### src/rtl/dvi_pkg.sv
// Shared TMDS definitions for the DVI receive decoder and the matching encoder.
// Control-token constants, FSM encoding, default tuning parameters, decode payload.
package dvi_pkg;

    localparam logic [9:0] CTRL_TOKEN_00 = 10'b1101010100;
    localparam logic [9:0] CTRL_TOKEN_01 = 10'b0010101011;
    localparam logic [9:0] CTRL_TOKEN_10 = 10'b0101010100;
    localparam logic [9:0] CTRL_TOKEN_11 = 10'b1010101011;

    localparam int unsigned SEARCH_WINDOW_DEFAULT = 4096;
    localparam int unsigned TOKEN_RUN_DEFAULT     = 16;
    localparam int unsigned SLIP_SETTLE_DEFAULT   = 8;

    typedef enum logic [1:0] {
        ST_SEARCH = 2'd0,
        ST_SLIP   = 2'd1,
        ST_SETTLE = 2'd2,
        ST_LOCKED = 2'd3
    } dvi_state_t;

    typedef struct packed {
        logic       is_token;
        logic [1:0] ctrl;
        logic [7:0] data;
    } tmds_word_t;

    function automatic logic is_ctrl_token(input logic [9:0] word);
        return (word == CTRL_TOKEN_00) || (word == CTRL_TOKEN_01) ||
               (word == CTRL_TOKEN_10) || (word == CTRL_TOKEN_11);
    endfunction

endpackage

### src/rtl/tmds_word_decode.sv
// Combinational TMDS word decoder: token classification plus 8-bit data recovery.
// Data is decoded for every word; the caller decides whether it is used.
module tmds_word_decode
    import dvi_pkg::*;
(
    input  logic [9:0]  i_word,
    output tmds_word_t  o_dec_c
);

    logic [7:0] w_d;

    // Undo the optional inversion carried in bit 9.
    assign w_d = i_word[9] ? ~i_word[7:0] : i_word[7:0];

    always_comb begin
        o_dec_c          = '0;
        o_dec_c.is_token = is_ctrl_token(i_word);
        case (i_word)
            CTRL_TOKEN_01: o_dec_c.ctrl = 2'b01;
            CTRL_TOKEN_10: o_dec_c.ctrl = 2'b10;
            CTRL_TOKEN_11: o_dec_c.ctrl = 2'b11;
            default:       o_dec_c.ctrl = 2'b00;
        endcase
        // Bit 8 selects XOR or XNOR chaining of the transition-minimised byte.
        o_dec_c.data[0] = w_d[0];
        for (int i = 1; i < 8; i++) begin
            o_dec_c.data[i] = i_word[8] ? (w_d[i] ^ w_d[i-1]) : ~(w_d[i] ^ w_d[i-1]);
        end
    end

endmodule

### src/rtl/dvi_decoder.sv
// Per-lane TMDS receive decoder: bit-slip alignment on control tokens, then
// two-stage decode into DE, control bits and pixel byte.
module dvi_decoder
    import dvi_pkg::*;
#(
    parameter int unsigned SEARCH_WINDOW = SEARCH_WINDOW_DEFAULT,
    parameter int unsigned TOKEN_RUN     = TOKEN_RUN_DEFAULT,
    parameter int unsigned SLIP_SETTLE   = SLIP_SETTLE_DEFAULT
)(
    input  logic        I_rgb_clk,
    input  logic        I_rst_n,
    input  logic [9:0]  I_raw_word,
    output logic        O_bitslip,
    output logic        O_locked,
    output logic        O_de,
    output logic [1:0]  O_ctrl,
    output logic [7:0]  O_data
);

    localparam int unsigned GAP_W = $clog2(SEARCH_WINDOW + 1);
    localparam int unsigned RUN_W = $clog2(TOKEN_RUN + 1);
    localparam int unsigned SET_W = $clog2(SLIP_SETTLE + 1);

    dvi_state_t   r_state;
    logic [GAP_W-1:0] r_gap;
    logic [RUN_W-1:0] r_run;
    logic [SET_W-1:0] r_settle;
    logic         r_bitslip;

    logic [9:0]   r_word;
    logic         r_tok;
    logic         r_locked;
    logic         r_de;
    logic [1:0]   r_ctrl;
    logic [7:0]   r_data;

    tmds_word_t   w_dec;
    logic         w_run_done;
    logic         w_gap_done;
    logic         w_gap_sat;
    logic         w_gain_lock;
    logic         w_lose_lock;
    logic         w_lock_nxt;

    tmds_word_decode u_decode (
        .i_word  (r_word),
        .o_dec_c (w_dec)
    );

    assign w_run_done  = (r_run == RUN_W'(TOKEN_RUN - 1));
    assign w_gap_done  = (r_gap == GAP_W'(SEARCH_WINDOW - 1));
    assign w_gap_sat   = (r_gap == GAP_W'(SEARCH_WINDOW));
    assign w_gain_lock = (r_state == ST_SEARCH) && r_tok && w_run_done;
    assign w_lose_lock = (r_state == ST_LOCKED) && !r_tok && w_gap_done;
    // Lock as it will be after this edge, so gating and O_locked move together.
    assign w_lock_nxt  = w_gain_lock || ((r_state == ST_LOCKED) && !w_lose_lock);

    // Alignment FSM with gap/run counters and the bit-slip pulse.
    always_ff @(posedge I_rgb_clk or negedge I_rst_n) begin
        if (!I_rst_n) begin
            r_state   <= ST_SEARCH;
            r_gap     <= '0;
            r_run     <= '0;
            r_settle  <= '0;
            r_bitslip <= 1'b0;
        end else begin
            r_bitslip <= 1'b0;
            case (r_state)
                ST_SEARCH: begin
                    if (r_tok) begin
                        r_gap <= '0;
                        if (r_run != RUN_W'(TOKEN_RUN)) r_run <= r_run + RUN_W'(1);
                        if (w_run_done) r_state <= ST_LOCKED;
                    end else begin
                        r_run <= '0;
                        if (!w_gap_sat) r_gap <= r_gap + GAP_W'(1);
                        if (w_gap_done) begin
                            r_state   <= ST_SLIP;
                            r_bitslip <= 1'b1;
                        end
                    end
                end
                ST_SLIP: begin
                    r_gap    <= '0;
                    r_run    <= '0;
                    r_settle <= '0;
                    r_state  <= ST_SETTLE;
                end
                ST_SETTLE: begin
                    if (r_settle == SET_W'(SLIP_SETTLE - 1)) r_state <= ST_SEARCH;
                    else r_settle <= r_settle + SET_W'(1);
                end
                ST_LOCKED: begin
                    if (r_tok) begin
                        r_gap <= '0;
                    end else if (w_gap_done) begin
                        // Restart the window so the first slip comes a full window later.
                        r_state <= ST_SEARCH;
                        r_gap   <= '0;
                        r_run   <= '0;
                    end else if (!w_gap_sat) begin
                        r_gap <= r_gap + GAP_W'(1);
                    end
                end
                default: r_state <= ST_SEARCH;
            endcase
        end
    end

    // Stage 1 captures the raw word and token flag; stage 2 the gated decode.
    always_ff @(posedge I_rgb_clk or negedge I_rst_n) begin
        if (!I_rst_n) begin
            r_word   <= '0;
            r_tok    <= 1'b0;
            r_locked <= 1'b0;
            r_de     <= 1'b0;
            r_ctrl   <= 2'b00;
            r_data   <= 8'h00;
        end else begin
            r_word   <= I_raw_word;
            r_tok    <= is_ctrl_token(I_raw_word);
            r_locked <= w_lock_nxt;
            if (!w_lock_nxt) begin
                r_de   <= 1'b0;
                r_ctrl <= 2'b00;
                r_data <= 8'h00;
            end else if (w_dec.is_token) begin
                r_de   <= 1'b0;
                r_ctrl <= w_dec.ctrl;
                r_data <= 8'h00;
            end else begin
                r_de   <= 1'b1;
                r_data <= w_dec.data;
            end
        end
    end

    assign O_bitslip = r_bitslip;
    assign O_locked  = r_locked;
    assign O_de      = r_de;
    assign O_ctrl    = r_ctrl;
    assign O_data    = r_data;

endmodule

### config.mk
export PLATFORM = sky130hd
export DESIGN_NAME = dvi_decoder
export DESIGN_NICKNAME = d
export VERILOG_FILES = /design/src/rtl/dvi_pkg.sv /design/src/rtl/tmds_word_decode.sv /design/src/rtl/dvi_decoder.sv
export SDC_FILE = /design/constraint.sdc
export NUM_CORES = 1
export LEC_CHECK = 0
export BUFFER_PORTS_ARGS = -buffer_cell sky130_fd_sc_hd__buf_2
export CAP_MARGIN = 0
export CORE_ASPECT_RATIO = 1.1
export CORE_MARGIN = 2
export CORE_UTILIZATION = 40
export CTS_CLUSTER_SIZE = 12
export DETAILED_ROUTE_END_ITERATION = 12
export MAX_ROUTING_LAYER = met4
export PLACE_DENSITY = 0.7
export RECOVER_POWER = 50
export REMOVE_ABC_BUFFERS = 1
export SYNTH_ARGS = -nofsm -noshare
export SYNTH_HDL_FRONTEND = slang
export SYNTH_SLANG_ARGS = --single-unit
### constraint.sdc
create_clock -name I_rgb_clk -period 4.9 [get_ports I_rgb_clk]
set_input_delay 0.98 -clock I_rgb_clk [delete_from_list [all_inputs] [get_ports I_rgb_clk]]
set_output_delay 0.98 -clock I_rgb_clk [all_outputs]
set_load 0.02 [all_outputs]
======== Word-level counts from Yosys, hierarchy flattened ========
Cells that the tools add are included.
word-level totals
  register bits ........................... 48
  bits of input ports ..................... 12
operators by class
  reduce and logical (&&, ||, !) cells .... 20
  $add $sub $neg .......................... 3
  bitwise operators ....................... 15
  eq/ne operators ......................... 24
  multiplexer cells ....................... 37
operators by type and width
  operator               number
  $mux 13                4
  $eq 10x10->1 const B   4
  $pmux 13 s3            1
  $mux 8                 3
  $eq 10x8->1 const B    2
  $eq 10x9->1 const B    2
  $mux 5                 4
  $mux 2                 8
  $pmux 5 s3             1
  $add 13x1->13 const B  1
  $eq 13x12->1 const B   1
  $eq 13x13->1 const B   1
  $mux 1                 12
  $ne 2x2->1 const B     4
  $not 8->8              1
  $pmux 2 s4             1
  $pmux 4 s2             1
  $logic_or 1x1->1       7
  $not 1->1              7
  $xor 1x1->1            7
  $ne 3x3->1 const B     2
  $pmux 2 s3             1
  $add 5x1->5 const B    1
  $eq 5x4->1 const B     1
  other kinds (16)       22

======== Depth between registers and ports, before layout ========
Gate-level depths: netlist of run 1.
  depth in word-level cells ............... 7
  gate-level depth with buffers ........... 7
  mapped depth without buffers ............ 7

======== By module ========
A second synthesis of run 1 with hierarchy kept.
unflattened totals
  cell total of the unflattened synthesis .. 257
  area total of the unflattened synthesis .. 2683.8 sq um
by module, submodules not included
  module            area each (sq um)  cells an instance  times used
  dvi_decoder       2467.4             232                1
  tmds_word_decode  216.5              25                 1

======== Least setup slack after synthesis of run 1 ========
No wires, ideal clock.
  kind .................................... register -> register
  start ................................... register r_gap[0]
  end ..................................... register r_gap[12]
  setup slack ............................. 3.068 ns
  path buffers ............................ 0
  cell stages (with the launch flop) ...... 6
  data arrival time ....................... 1.711 ns
  clock period less this slack ............ 1.832 ns
  path through ............................ dfrtp_1 -> ha_1 -> nand3_4 -> or4_4 -> o2bb2ai_2 -> a22o_2
on the way
  longest elaborated chain between the ends .. 5
  elaborated cells on any way between the ends .. 8
  classes of those cells .................. add/sub (1); eq/ne (2); mux (5)
RTL lines
  what                                                  line                                                      RTL
  start: declaration                                    dvi_decoder.sv:25                                         logic [GAP_W-1:0] r_gap;
  start signal: assignment                              dvi_decoder.sv:76                                         if (!w_gap_sat) r_gap <= r_gap + GAP_W'(1);
  start signal: assignment                              dvi_decoder.sv:102                                        r_gap <= r_gap + GAP_W'(1);
  $add 13x1->13 / $eq 13x13->1 (equally long branches)  dvi_decoder.sv:76, dvi_decoder.sv:102, dvi_decoder.sv:52
  $mux 13                                               dvi_decoder.sv:76, dvi_decoder.sv:101
  $mux 13                                               dvi_decoder.sv:96                                         end else if (w_gap_done) begin
  $mux 13                                               dvi_decoder.sv:94                                         if (r_tok) begin
  $pmux 13 s3 (*)                                       dvi_decoder.sv:68                                         case (r_state)
Mark *: on every way between the ends. The rest lies on a longest branch, timed or not.
A chain may end at the register's enable or synchronous reset.

==> results of run 1 <==
logic make-up (layout without fill, tap and decap cells):
group                      Yosys count  after routing  share of synthesized area
adders and majority gates           10             10                     0.0478
xor gates and xnor gates            16             16                     0.0536
AOI/OAI and AO/OA                   60             60                      0.161
buffers and inverters               26             48                     0.0411
muxes                                4              4                     0.0158
and+or+nand+nor                    105            105                      0.221
DFF                                 48             48                      0.459
flip-flops by register name, summed over array words and instances (netlist names):
name,count
O_bitslip,1
r_state,2
r_tok,1
O_locked,1
r_word,10
r_settle,4
O_ctrl,2
O_data,8
O_de,1
r_run,5
r_gap,13
final timing paths:
path	start	endpoint
setup reg to reg	r_state[1]	r_settle[0]
max in group I_rgb_clk	r_state[1]	r_settle[0]
hold / removal	r_word[9]	O_ctrl[1]
min in group asynchronous	I_rst_n	r_run[1]
hold reg to reg	r_word[9]	O_ctrl[1]
setup / recovery	I_rst_n	O_data[5]
per-layer routing:
layer | up-vias | track usage | part of all wire
met3 | 6 | 0.0316 | 0.037
met4 | 0 | 0.0601 | 0.016
met2 | 39 | 0.264 | 0.50
met5 | - | - | 0
met1 | 943 | 0.202 | 0.45
li1 | 1005 | - | -
synth_stat cells (3+ instances only):
cell      instances  share of area
dfrtp_1          48           0.46
nand2_1          26          0.037
nor2_1           21          0.030
o21ai_0          18          0.034
inv_1            15          0.022
nand3_1          15          0.029
xnor2_1          14          0.047
a21oi_1          12          0.023
ha_1             10          0.048
nand4_1           5          0.012
nor3_1            5         0.0096
buf_2             4         0.0077
nand2b_1          4         0.0096
o22ai_1           4         0.0096
a22o_2            3          0.011
and3_1            3         0.0072
clkbuf_1          3         0.0043
mux2i_1           3          0.011
or2_2             3         0.0072
area by class of cell:
class,count,area [um2],area share
clock buffer,5,68.8,0.0238
clock inverter,3,47.5,0.0164
inverter,16,60.1,0.0208
multi-input combinational,195,1310,0.452
sequential,48,1200,0.415
tap,80,100,0.0346
timing repair buffer,24,108,0.0372
through the flow:
stage          utilization  std cells  hold WS (ns)  area (um2)
2_1_floorplan            -        259         0.472        2570
4_1_cts              0.466        371         0.503        2900
3_5_place_dp         0.447        363         0.492        2790
6_report             0.464        371         0.499        2890
3_3_place_gp         0.447        363         0.486        2790
5_1_grt              0.464        371         0.540        2890
power breakdown:
part | switching (mW) | leakage [nW] | internal, mW
registers | 0.0563 | 0.633 | 0.426
logic | 0.0775 | 0.614 | 0.0765
clock network | 0.136 | 0.0583 | 0.154
total | 0.270 | 1.31 | 0.656
==> summary.md, run 1 <==
| Metric | Value |
|---|---|
| Total I/O pin count | 25 |
| Synth cell types | 58 |
| Detailed Place HPWL | roughly 3.7 mm |
| Max IR drop VDD | around 0.15 mV |
| Design Power | a little over 0.9 mW |
| Failing checks | max-capacitance violations, max-slew violations |
| Wire length per cell | about 14 um |
| Final setup viols | 0 |
| Cts hold-fix bufs | 0 |
| Final period util | 0.574 |
| Initial antenna violation count | 0 |
| Filler cell count | 599 |
| Post-Synthesis Cell Area | ~0.0026 mm2 |
| Critical path required time | roughly 4.8 ns |
| RSZ-0062 raised after global routing | no |
| CP bufs+invs | 1 |
| Antenna fix cells | 0 |
| CTS max path bufs | 2 |
| Fmax | about 360 MHz |
| Commonest cells after routing, fill and taps aside | 48 x dfrtp_1, 26 x nand2_1, 21 x nor2_1 |
| Die extent in x | 81.1 um |
| Most common cell after layout, fill and taps aside | dfrtp_1 |
| Critical path depth in cells | 1 |
| Layout Skew | ~0.0041 ns |
| Root buffer cell | clkbuf_8 |
| Initial Util | 0.420 |
| Vias in the first global route | approximately 1,900 |
| Primary FF master, synth | dfrtp_1 |
| Core ar. | between 0.006 and 0.007 mm2 |
| Seq cells post-synth | 48 |
| Pin count of the biggest net entering global routing | roughly 50 |
| DR vias/cell | roughly 5.4 |
| Max-cap viol count | 1 |
| Clock transition at path regs | ~0.09 ns |
| CTS-repair resized insts | 0 |
| Die height | approximately 89 um |
| Share of post-route cells with drive strength above 1 | 0.131 |
| # port buffers | 24 |
| Pre-antenna DRT Iters | 4 |
| Starting DRT DRC Count | 180 |
| Worst setup margin | 2.09 ns |
| Post-synthesis average cell area | between 9 and 10 um2 |
| Outcome | finished, violations left |
| Post-route DRC | 0 |
| Post-CTS setup buffer count | 0 |
| Max-slew headroom | -0.641 |
| Critical path launch point type | primary input |
| Final Wtd Congestion | approximately 0.89 |
| Clock buffer count from CTS | 5 |
| Post-synth EDFFs | 0 |
| Final-report max-slew violation count | 49 |
| Worst hold-check path type | register to register |
| Worst R2R Path Depth | 5 |
| Routed Antenna Nets | 0 |
| Pwr dens | ~320 mW/mm2 |
| All-layer global routing usage | 0.163 |
| Arr. time, crit path | between 2 and 3 ns |
| Fin. Hold Viols | 0 |
| Worst hold path depth | 1 |
| Grt total ovfl | 0 |
| Worst path slowest cell | clkbuf_1 |
| CP Class | primary input to async pin |
| Die ar. | 0.00720 mm2 |
| Critical Path End Type | async pin |
| Crit path max fanout | between 40 and 50 |
| Yosys Warn Count | 0 |
| First-pass GRT wire length | 8.81 mm |
| Area grow syn2layout | 10.6% |
| Slew at the pin closest to its max-slew limit | roughly 2.5 ns |
| Final wirelength | 5.07 mm |
| Ys async rst share | 1.00 |
| Lkg Pwr | ~1.3 nW |
| # H-tree levels | 2 |
| Slowest Stage Delay on Critical Path | approximately 1.7 ns |
| CTS tree | built |
| Mapped Cells | ~270 |
| FP Rows | 30 |
| # nets final | 312 |
| Vias | between 1,500 and 2,000 |
| R2r setup slk | approximately 2.3 ns |
| CP top delay family | buffers and inverters |
| Latest clock arrival within the worst-skew pair | 0.30 ns |
| Pre-CTS setup slack | 2.27 ns |
| Post-synthesis sequential area ratio | 0.459 |
| Clock sink count | 48 |
| Worst-path cell chain | clkbuf_1 |
| Min cycle time layout | roughly 2.8 ns |
| Setup total negative slack | 0 ns |
(Power assumes the default switching activity.)
==> run 2: changes to the inputs <==
- ABC_AREA: default -> 1
- PLACE_DENSITY: 0.7 -> 0.69
- clock period: 4.9 -> 2.8 ns (I/O delays scaled with it)
==> run 2 against run 1 <==
- largest power group unchanged
- sequential power is 77% higher
- global-route usage fell by 1.4 points
- via count is 0.35% higher
- hold slack worse by 0.13 ns
- the flow now finishes without violations
- highest routed layer unchanged
- synthesized cell count up 15%
- critical path type is now register to register
==> summary.md, run 2 <==
| Metric | Value |
|---|---|
| Outcome | complete, no violations |
| FF/Latch Area | 0.00120 mm2 |
| Post-synth EDFFs | 0 |
| Starting DRT DRC Count | between 80 and 90 |
| Total I/O pin count | 25 |
| Final setup viols | 0 |
| Area post-placement | 0.00290 mm2 |
| Synth cell types | 30 |
| FP Rows | 31 |
| Mapped Cells | slightly above 300 |
| RSZ-0062 raised after global routing | no |
| Pre-CTS setup slack | about 1.2 ns |
| Routed Antenna Nets | 0 |
| Slew at the pin closest to its max-slew limit | roughly 1.1 ns |
| Worst setup margin | approximately 1.2 ns |
| Yosys Warn Count | 0 |
| Commonest cells after routing, fill and taps aside | 72 x nand2_1, 48 x dfrtp_1, 43 x inv_1 |
| # nets final | 360 |
| Synth top area share | 0.446 |
| Layout Utilization | 0.458 |
| Clock sink count | 48 |
| Synth top area cells | dfrtp_1 45%, nand2_1 10%, inv_1 6.0%, xor2_1 5.5%, ha_1 4.6% |
| Arr. time, crit path | 1.84 ns |
| Vias in the first global route | between 1,500 and 2,000 |
| Die ar. | around 0.0074 mm2 |
| Critical Path End Type | register |
| Critical path required time | about 3 ns |
| Ys async rst share | 1.00 |
| # H-tree levels | 2 |
| Final wirelength | 4.92 mm |
| First-pass GRT wire length | 8.52 mm |
| Max reg flops | 13 |
| Post-route DRC | 0 |
| Filler cell count | about 620 |
| Post-synthesis sequential area ratio | 0.446 |
| Clock buffer count from CTS | 5 |
| Most flops, register | r_gap |
| Wire length per cell | 11.7 um |
| Antenna fix cells | 0 |
| Pin count of the biggest net entering global routing | 49 |
| Clock transition at path regs | approximately 0.09 ns |
| Initial Util | 0.411 |
| CTS max path bufs | 2 |
| Pre-antenna DRT Iters | 4 |
| Design Area, Final | 0.00300 mm2 |
| Max IR drop VDD | 0.282 mV |
| Min cycle time layout | about 1.6 ns |
| Max-slew headroom | 0.234 |
| Most common cell after layout, fill and taps aside | nand2_1 |
| Root buffer cell | clkbuf_8 |
| Seq cells post-synth | 48 |
| Post-synthesis average cell area | 8.71 um2 |
| Post-CTS setup buffer count | 0 |
| Share of post-route cells with drive strength above 1 | 0.189 |
| Primary FF master, synth | dfrtp_1 |
| Setup total negative slack | 0 ns |
| Final Wtd Congestion | ~0.85 |
| Design Power | around 1.9 mW |
| Pwr dens | 631 mW/mm2 |
| Max-cap viol count | 0 |
| CTS tree | built |
| DR vias/cell | roughly 4.8 |
| CTS-repair resized insts | 0 |
| Die height | 90.0 um |
| All-layer global routing usage | 0.149 |
| Initial antenna violation count | 0 |
| Layout Skew | about 0.0060 ns |
| CP Class | register to register |
| Critical path launch point type | register |
| Area of the multi-input gates | between 0.001 and 0.0015 mm2 |
| # port buffers | 24 |
| Area grow syn2layout | 11.6% |
| Final period util | 0.589 |
| Most common cell in the netlist | nand2_1 |
| Detailed Place HPWL | approximately 3.7 mm |
| Commonest cells post-synth | 72 x nand2_1, 48 x dfrtp_1, 43 x inv_1 |
| Grt total ovfl | 0 |
| Fmax | just over 600 MHz |
| Latest clock arrival within the worst-skew pair | 0.30 ns |
| Lkg Pwr | ~1.5 nW |
| Yosys top cell by area | dfrtp_1 |
| Die extent in x | a little over 80 um |
| Fin. Hold Viols | 0 |
| Cts hold-fix bufs | 0 |
| Post-Synthesis Cell Area | between 0.002 and 0.003 mm2 |
| Final-report max-slew violation count | 0 |
| Crit path max fanout | 8 |
| Vias | approximately 2,000 |
| Worst hold-check path type | primary input to register |
| Core ar. | between 0.006 and 0.007 mm2 |
## run 2: changes by cell type after synthesis, moves of 6 or more
cell and delta:
nand2_1 +46, xnor2_1 -8, o21ai_2 +14, o21ai_0 -11
inv_1 +28, xor2_1 +15, nand4_1 +6, a21oi_1 -10
## run 2: worst max-delay path: stages, from the launching register on
cell     delay (ns)
dfrtp_1        0.43
ha_1           0.27
nand2_2        0.09
nor2_4         0.13
nand4_4        0.15
a21oi_4        0.36
o21ai_2        0.10
## run 2: where the power goes
| part | switching (mW) | leakage, nW | internal [mW] |
|---|---|---|---|
| clock network | 0.248 | 0.0583 | 0.269 |
| registers | 0.0901 | 0.639 | 0.765 |
| logic | 0.350 | 0.805 | 0.172 |
| total | 0.688 | 1.50 | 1.21 |
## run 2: through the flow
step | instances | hold WS (ns)
after floorplan | 306 | 0.264
after global placement | 413 | 0.498
after detailed placement | 413 | 0.502
after CTS | 421 | 0.357
after global routing | 421 | 0.357
final | 421 | 0.366
## run 2: area by class of cell
class | instances | area share
inverter | 46 | 0.0575
timing repair buffer | 25 | 0.0383
multi-input combinational | 212 | 0.431
clock inverter | 3 | 0.0158
tap | 82 | 0.0342
sequential | 48 | 0.400
clock buffer | 5 | 0.0229
## run 2: final timing paths
path / endpoint / slack, ns / cells after the start / start
max: r_gap[1] / 1.15 / 6 / r_gap[0]
min in group asynchronous: r_gap[0] / 0.54 / 2 / I_rst_n
max reg2reg: r_gap[1] / 1.15 / 6 / r_gap[0]
max in group asynchronous: O_data[2] / 1.55 / 2 / I_rst_n
min reg2reg: r_run[4] / 0.53 / 2 / r_run[4]
min: r_word[9] / 0.37 / 1 / I_raw_word[9]
## run 2: cell families (layout without fill, tap and decap cells)
family	after synthesis	in the layout	synth area share
simple gates	151	151	0.283
buf+inv	49	79	0.0721
flops	48	48	0.446
compound gates	28	28	0.0776
xor+xnor	23	23	0.0748
fa+ha+maj	10	10	0.0465
## run 2: metal layers
layer  GRT usage  up-vias  part of all wire
li1            -     1031                 -
met5           -        -                 0
met3      0.0301        5             0.022
met4      0.0514        0             0.016
met1       0.186      941              0.47
met2       0.239       23              0.49
==> run 3: changes to the inputs <==
- ABC_AREA: 1 -> 0
- PLACE_DENSITY: 0.69 -> 0.7
- clock period: 2.8 -> 1.7 ns (I/O delays scaled with it)
==> run 3 against run 2 <==
- the flow now finishes with violations (negative setup slack)
- sequential share of layout area fell by 4.6 points
- critical path depth is 2 lower
- utilization up 8.8 points
- critical path type unchanged
==> summary.md, run 3 (synthesis results as in run 1) <==
| Metric | Value |
|---|---|
| Core ar. | approximately 0.0062 mm2 |
| Fin. Hold Viols | 0 |
| Worst path slowest cell | or4_4 |
| Antenna fix cells | 0 |
| Lkg Pwr | approximately 1.6 nW |
| Critical path launch point type | register |
| Max reg flops | 13 |
| Die ar. | 0.00720 mm2 |
| Routed Antenna Nets | 0 |
| All-layer global routing usage | 0.180 |
| Layout Skew | 0.00620 ns |
| Share of post-route cells with drive strength above 1 | 0.318 |
| Cts hold-fix bufs | 0 |
| First-pass GRT wire length | between 9 and 10 mm |
| Grt total ovfl | 0 |
| DR vias/cell | 5.41 |
| Crit path max fanout | 8 |
| Final setup viols | 5 |
| Pin count of the biggest net entering global routing | 29 |
| Arr. time, crit path | 1.94 ns |
| CP Class | register to register |
| Clock buffer count from CTS | 5 |
| Vias | between 2,000 and 2,500 |
| # H-tree levels | 2 |
| Max-slew headroom | 0.210 |
| CTS max path bufs | 2 |
| CP top delay family | simple AND/OR/NAND/NOR gates |
| Worst setup margin | -0.0356 ns |
| # port buffers | 24 |
| Wire length per cell | roughly 15 um |
| Layout Utilization | 0.547 |
| RSZ-0062 raised after global routing | yes |
| Initial Util | 0.420 |
| Placed insts | a little under 400 |
| Finished Layout Cells | around 410 |
| Area post-placement | around 0.0030 mm2 |
| Filler cell count | between 500 and 600 |
| Slew at the pin closest to its max-slew limit | around 1.2 ns |
| Post-route DRC | 0 |
| Vias in the first global route | between 2,000 and 2,500 |
| Starting DRT DRC Count | about 110 |
| Worst-path cell chain | nand2_1 -> or4_4 -> o2bb2ai_4 -> a22o_2 |
| Final Wtd Congestion | approximately 0.94 |
| FP Rows | 30 |
| Most common cell after layout, fill and taps aside | dfrtp_1 |
| Latest clock arrival within the worst-skew pair | roughly 0.3 ns |
| Final-report max-slew violation count | 0 |
| Clock transition at path regs | around 0.090 ns |
| Clock sink count | 48 |
| Critical path required time | ~1.9 ns |
| Detailed Place HPWL | 4.27 mm |
| Critical Path End Type | register |
| Die height | a little under 90 um |
| Outcome | finished, violations left |
| Worst hold-check path type | primary input to register |
| Fmax | approximately 580 MHz |
| Failing checks | negative setup slack |
| Max-cap viol count | 0 |
| CP bufs+invs | 0 |
| Pre-CTS setup slack | -0.128 ns |
| Initial antenna violation count | 0 |
| Max IR drop VDD | around 0.44 mV |
| Total I/O pin count | 25 |
| Area grow syn2layout | 30.3% |
| Pre-antenna DRT Iters | 4 |
| Die extent in x | roughly 80 um |
| Root buffer cell | clkbuf_8 |
| Design Area, Final | around 0.0034 mm2 |
| CTS tree | built |
| Pwr dens | approximately 920 mW/mm2 |
| Final wirelength | ~6.3 mm |
| Most flops, register | r_gap |
| Slowest Stage Delay on Critical Path | a little under 0.6 ns |
| Commonest cells after routing, fill and taps aside | 45 x dfrtp_1, 38 x buf_4, 23 x nand2_1 |
| Final period util | 1.02 |
| Min cycle time layout | 1.74 ns |
| # nets final | between 300 and 400 |
-- run 3: changes by cell type in the layout (fill, tap and decap cells not counted), sizes merged, moves of 5 or more --
cell / before / now
nand2: 80 / 26
buf: 16 / 55
inv: 46 / 16
xor2: 17 / 2
a21oi: 3 / 13
nor2: 29 / 21
xnor2: 6 / 14
nand4: 12 / 5
o21ai: 23 / 18
-- run 3: path summary, 6_finish.rpt --
| kind | endpoint | cells past startpoint | startpoint | slack, ns |
|---|---|---|---|---|
| worst max-delay path | r_gap[4] | 4 | r_gap[5] | -0.04 |
| worst min-delay path | r_word[9] | 1 | I_raw_word[9] | 0.13 |
| worst max register to register | r_gap[4] | 4 | r_gap[5] | -0.04 |
| worst min register to register | O_ctrl[0] | 2 | O_ctrl[0] | 0.53 |
| max in group asynchronous | r_gap[6] | 1 | I_rst_n | 0.67 |
| min in group asynchronous | r_gap[1] | 1 | I_rst_n | 0.25 |
-- run 3: layout make-up --
type	count	area [um2]	share of cell area
sequential	48	1200	0.354
clock inverter	3	68.8	0.0202
multi-input combinational	196	1470	0.431
inverter	16	60.1	0.0176
tap	80	100	0.0294
timing repair buffer	65	435	0.128
clock buffer	5	68.8	0.0202
-- run 3: where the power goes --
| group | switching [mW] | internal [mW] | total [mW] | leakage, nW |
|---|---|---|---|---|
| clock | 0.409 | 0.592 | 1.00 | 0.0687 |
| combinational | 0.331 | 0.400 | 0.731 | 0.868 |
| sequential | 0.160 | 1.23 | 1.40 | 0.629 |
-- run 3: per-stage QoR --
step / power (mW) / hold WS (ns) / setup TNS, ns
5_1_grt: 3.26 / 0.121 / -1.08
3_5_place_dp: 2.00 / 0.333 / -1.85
4_1_cts: 3.05 / 0.000583 / -0.0704
6_report: 3.13 / 0.131 / -0.123
3_3_place_gp: 1.98 / 0.327 / -0.591
2_1_floorplan: 1.73 / 0.0444 / -1.93
-- run 3: what timing repair did --
item	in CTS	in global routing
pin swaps	11	14
cloned	0	1
buffers inserted	5	5
endpoints found under the setup margin	30	31
gates resized for setup	9	29
-- run 3: routing by layer --
metal | vias up | GRT usage | part of all wire
met5 | - | - | 0
met4 | 0 | 0.0909 | 0.029
met3 | 14 | 0.0378 | 0.049
met2 | 66 | 0.283 | 0.49
met1 | 1063 | 0.219 | 0.43
li1 | 1092 | - | -
